===== config.mk =====
export PLATFORM = sky130hd
export DESIGN_NAME = sn_arbiter
export DESIGN_NICKNAME = d
export VERILOG_FILES = /design/src/rtl/sn_arbiter.sv
export SDC_FILE = /design/constraint.sdc
export NUM_CORES = 1
export LEC_CHECK = 0
export ABC_AREA = 0
export CELL_PAD_IN_SITES_DETAIL_PLACEMENT = 0
export CELL_PAD_IN_SITES_GLOBAL_PLACEMENT = 1
export CORE_AREA = 2 2 169 171
export DETAILED_ROUTE_END_ITERATION = 12
export DIE_AREA = 0 0 171 173
export PLACE_DENSITY = 0.77
export SYNTH_ARGS = -nofsm -noshare
export SYNTH_HDL_FRONTEND = slang
export SYNTH_SLANG_ARGS = --single-unit

===== constraint.sdc =====
create_clock -name clk -period 2.07 [get_ports clk]
set_input_delay 0.207 -clock clk [delete_from_list [all_inputs] [get_ports clk]]
set_output_delay 0.207 -clock clk [all_outputs]
set_load 0.02 [all_outputs]

===== src/rtl/sn_arbiter.sv =====
// sn_arbiter: round-robin grant of one snooper to N packetfilter cores.
// Strobes are gated to the selected core; address/data are broadcast.
module sn_arbiter #(
  parameter int N_CORES           = 4,
  parameter int SEL_WIDTH         = 2,
  parameter int SN_FWD_ADDR_WIDTH = 8,
  parameter int SN_FWD_DATA_WIDTH = 64,
  parameter int INC_WIDTH         = 4
) (
  input  logic                                   clk,
  input  logic                                   rst,
  input  logic [SN_FWD_ADDR_WIDTH-1:0]           sn_addr,
  input  logic [SN_FWD_DATA_WIDTH-1:0]           sn_wr_data,
  input  logic                                   sn_wr_en,
  input  logic [INC_WIDTH-1:0]                   sn_byte_inc,
  input  logic                                   sn_done,
  output logic                                   sn_done_ack,
  output logic                                   rdy_for_sn,
  input  logic                                   rdy_for_sn_ack,
  output logic [N_CORES*SN_FWD_ADDR_WIDTH-1:0]   core_sn_addr,
  output logic [N_CORES*SN_FWD_DATA_WIDTH-1:0]   core_sn_wr_data,
  output logic [N_CORES*INC_WIDTH-1:0]           core_sn_byte_inc,
  output logic [N_CORES-1:0]                     core_sn_wr_en,
  output logic [N_CORES-1:0]                     core_sn_done,
  input  logic [N_CORES-1:0]                     core_sn_done_ack,
  input  logic [N_CORES-1:0]                     core_rdy_for_sn,
  output logic [N_CORES-1:0]                     core_rdy_for_sn_ack,
  output logic [SEL_WIDTH-1:0]                   sel,
  output logic [31:0]                            pkt_count
);

  localparam int SW1 = SEL_WIDTH + 1;
  localparam logic [SEL_WIDTH:0] NC = SW1'(N_CORES);

  typedef enum logic [1:0] {HUNT, OFFER, BUSY} state_t;

  state_t                 state;
  logic [SEL_WIDTH-1:0]   last;
  logic [SEL_WIDTH-1:0]   pick;
  logic [SEL_WIDTH:0]     shamt;
  logic [SEL_WIDTH:0]     p;
  logic [2*N_CORES-1:0]   dbl;
  logic [N_CORES-1:0]     rot;
  logic                   found;
  logic                   done_hs;

  // rot[0] is core last+1, so the lowest set bit is the next in turn
  assign dbl   = {core_rdy_for_sn, core_rdy_for_sn};
  assign shamt = {1'b0, last} + {{SEL_WIDTH{1'b0}}, 1'b1};
  assign rot   = N_CORES'(dbl >> shamt);

  always_comb begin
    found = 1'b0;
    p     = '0;
    for (int i = N_CORES - 1; i >= 0; i--) begin
      if (rot[i]) begin
        found = 1'b1;
        p     = {1'b0, last} + SW1'(i + 1);
      end
    end
    pick = SEL_WIDTH'((p >= NC) ? (p - NC) : p);
  end

  assign done_hs = (state == BUSY) && sn_done && core_sn_done_ack[sel];

  always_ff @(posedge clk or negedge rst) begin
    if (!rst) begin
      state     <= HUNT;
      last      <= SEL_WIDTH'(N_CORES - 1);
      sel       <= '0;
      pkt_count <= '0;
    end else begin
      unique case (state)
        HUNT: begin
          if (found) begin
            sel   <= pick;
            state <= OFFER;
          end
        end
        OFFER: begin
          if (rdy_for_sn_ack) state <= BUSY;
        end
        BUSY: begin
          if (done_hs) begin
            last      <= sel;
            pkt_count <= pkt_count + 32'd1;
            state     <= HUNT;
          end
        end
        default: state <= HUNT;
      endcase
    end
  end

  assign rdy_for_sn = (state == OFFER);

  always_comb begin
    core_sn_wr_en       = '0;
    core_sn_done        = '0;
    core_rdy_for_sn_ack = '0;
    sn_done_ack         = 1'b0;
    if (state == BUSY) begin
      core_sn_wr_en[sel] = sn_wr_en;
      core_sn_done[sel]  = sn_done;
      sn_done_ack        = core_sn_done_ack[sel];
    end
    if (state == OFFER) begin
      core_rdy_for_sn_ack[sel] = rdy_for_sn_ack;
    end
  end

  assign core_sn_addr     = {N_CORES{sn_addr}};
  assign core_sn_wr_data  = {N_CORES{sn_wr_data}};
  assign core_sn_byte_inc = {N_CORES{sn_byte_inc}};

endmodule


==> out/metrics.csv <==
metric,value,unit
status,"complete, no violations",
DRC,0,
final setup vio count,0,
Mapped Cells,512,
RSZ-0062 raised after global routing,no,
final setup TNS,0,ns
clock sink count,38,
clk buf depth,2,
Area growth syn-to-layout,-22.4,%
DPL Wire Length,8410,um
H-tree lvl count,2,
Die ar.,29600,um^2
cts bufs inserted,5,
leak pwr,1.49,nW
Post-synth top flop,dfrtp_1,
hold path depth,0,
Total GRT Usage,6.67,%
WP data arrival,1.78,ns
CP startpoint,state[1]$_DFFE_PN0P_,
syn_area_per_cell,8.53,um^2
Placer Congestion,0.744,
largest net degree at the start of global routing,39,
Slew Limit Fails,0,
Root Buffer,clkbuf_16,
Critical Path Stages,4,
number of global-route vias before repair,2123,
average wire per standard cell,15.7,um
Worst-Skew Late Latency,0.28,ns
fraction of layout cells with a size suffix above 1,12.3,%
Hold/Removal Path Class,in2out,
Placed Cells,645,
Core Rows,61,
Crit Path Max Fanout,5,
n_diodes,0,
Yosys reg bits,38,
buffers added on ports,60,
1st-pass router iterations,4,
CP top delay family,buffers and inverters,
worst r2r path cells,4,
placed instance area,3170,um^2
Crit. End Element,primary output,
ys async rst share,100,%
CP Launch Type,flip-flop,
vias post-DR,1983,
Final Instance Area,3390,um^2
Final Non-Filler Cells,654,
post-route setup slack,0.0830,ns
WS Path Type,reg2out,
Via-to-Cell Ratio,3.03,
HP Start,sn_wr_data[12],
TritonCTS clock tree,built,
chip width,171,um
largest vdd supply drop,0.000320,V
total grt overflow,0,
area of the multi-input gates,1050,um^2
pwr dens,840,nW/um^2
DRT iter0 DRCs,117,
slew margin rel.,65.6,%
Core ar.,27600,um^2
sequential element share of the synthesized area,21.8,%
final setup skew,0.00897,ns
reg2reg setup slack,0.19,ns
CP max stage delay,0.61,ns
CTS clock-pin slew for the worst setup and hold paths,0.06,ns
Fillers,3206,
initial core utilization,15.8,%
max-capacitance violation count,0,
CP max-delay cell,clkdlybuf4s50_1,
antenna violations before repair,0,
f_max,503,MHz
Worst Path Buf+Inv,1,
postcts setup bufs,0,
reg2reg start,pkt_count[10]$_DFFE_PN0P_,
Routed Antenna Nets,0,
WL final,10300,um
CP cell instances,nor2b_1 > nand2_1 > nor2_1 > clkdlybuf4s50_1,
DP Worst Slack,0.147,ns
IO Count,441,
final net count,365,
warnings from Yosys,0,
Chip Height,173,um
Mapped Area,4370,um^2
register area,955,um^2
Critical Path RT,1.86,ns
Post-synth EDFFs,0,
first-pass GRT wire length,14500,um
min Tclk post-route,1.99,ns
Syn Nets,602,
worst slew pin tran,0.515,ns
final hold vios,0,
Final period util,96.0,%
Netlist cell types,38,
==> final timing paths <==
path	end
worst max-delay path	core_sn_done[3]
worst min-delay path	core_sn_wr_data[12]
worst max register to register	pkt_count[29]$_DFFE_PN0P_
min in group asynchronous	pkt_count[2]$_DFFE_PN0P_
worst min register to register	pkt_count[31]$_DFFE_PN0P_
max in group asynchronous	sel[1]$_DFFE_PN0P_
==> state kept, by name (all words and copies together), names as in the netlist <==
name	flops
state	2
pkt_count	32
last	2
sel	2
==> timing repair <==
| item | in CTS | in global routing |
|---|---|---|
| gates resized for setup | 7 | 6 |
| hold endpoints to repair | 5 | 0 |
| hold buffers | 1 | 0 |
| setup endpoints to repair | 7 | 6 |
==> worst reg2reg max path, cell delays in order (launching register included) <==
cell and delay [ns]:
dfrtp_1 0.44, nand3_2 0.12, or4_4 0.68, nor4_1 0.38
xor2_1 0.17
==> cells in the mapped netlist, types with 2 or more instances <==
library cell / n / area share (%)
buf_4: 305 / 52
dfrtp_1: 36 / 21
nand2_1: 27 / 2.3
xor2_1: 20 / 4.0
nor2_1: 19 / 1.6
nor3_1: 11 / 1.3
xnor2_1: 11 / 2.2
nand4_1: 8 / 1.1
inv_1: 7 / 0.60
and3_1: 5 / 0.72
nand3_1: 5 / 0.57
nor2b_1: 5 / 0.72
nor4_1: 5 / 0.72
and2_1: 4 / 0.57
nand2b_1: 4 / 0.57
nor4_4: 4 / 1.9
o21ai_0: 4 / 0.46
and4_1: 3 / 0.60
buf_2: 3 / 0.34
clkbuf_1: 3 / 0.26
mux2_2: 3 / 0.77
buf_6: 2 / 0.52
dfstp_2: 2 / 1.2
nor4_2: 2 / 0.57
==> per-layer routing <==
metal	vias up	routed length (um)	GRT usage [%]	share of wire [%]
met5	-	53	1.34	0.52
met4	2	769	5.05	7.5
met3	74	2080	5.91	20
met2	196	4120	9.11	40
met1	862	3230	6.19	32
li1	849	-	-	-
==> metrics by stage <==
stage	power [mW]	utilization (%)	hold WS, ns
after detailed placement	1.84	11.5	0.306
after floorplan	2.31	-	-0.0886
final	2.85	12.3	0.414
after CTS	2.89	12.2	0.414
after global routing	3.01	12.3	0.414
after global placement	1.84	11.5	0.299
==> cell usage in the layout (no fill, tap or decap), types with 2 or more instances in the layout <==
cell type,count
and2_1,4
and3_1,5
and4_1,3
buf_4,7
bufinv_16,2
clkbuf_16,5
clkdlybuf4s50_1,47
dfrtp_1,35
dfstp_2,2
dlygate4sd2_1,6
dlymetal6s2s_1,6
inv_1,7
mux2_2,3
nand2_1,27
nand2b_1,4
nand3_1,5
nand4_1,8
nor2_1,19
nor2b_1,5
nor3_1,11
nor4_1,5
nor4_2,2
nor4_4,4
o21ai_0,4
xnor2_1,11
xor2_1,20
==> area by class of cell <==
cell class | instances | share of cell area (%)
flip-flops and latches | 38 | 28.2
repair buffers | 69 | 20.2
clock buffers | 6 | 4.10
well taps | 378 | 14.0
clock inverters | 2 | 1.77
multi-input cells | 154 | 31.0
inverters | 7 | 0.775
==> power breakdown <==
group          internal (mW)  leakage (nW)  switching (mW)
Clock                  0.724        0.0971           0.317
Sequential             0.838         0.486           0.117
Combinational          0.383         0.908           0.468
Total                   1.95          1.49           0.902
==> kinds of logic after synthesis <==
group	Yosys count	synth area share, %
XOR/XNOR	31	6.22
multiplexers	5	1.52
buffers and inverters	320	54.2
AO/OA/AOI/OAI	10	1.52
flip-flops	38	21.8
adder cells (fa/ha/maj)	1	0.287
AND/OR/NAND/NOR	107	14.4
Power figures use the tool's default switching activity.
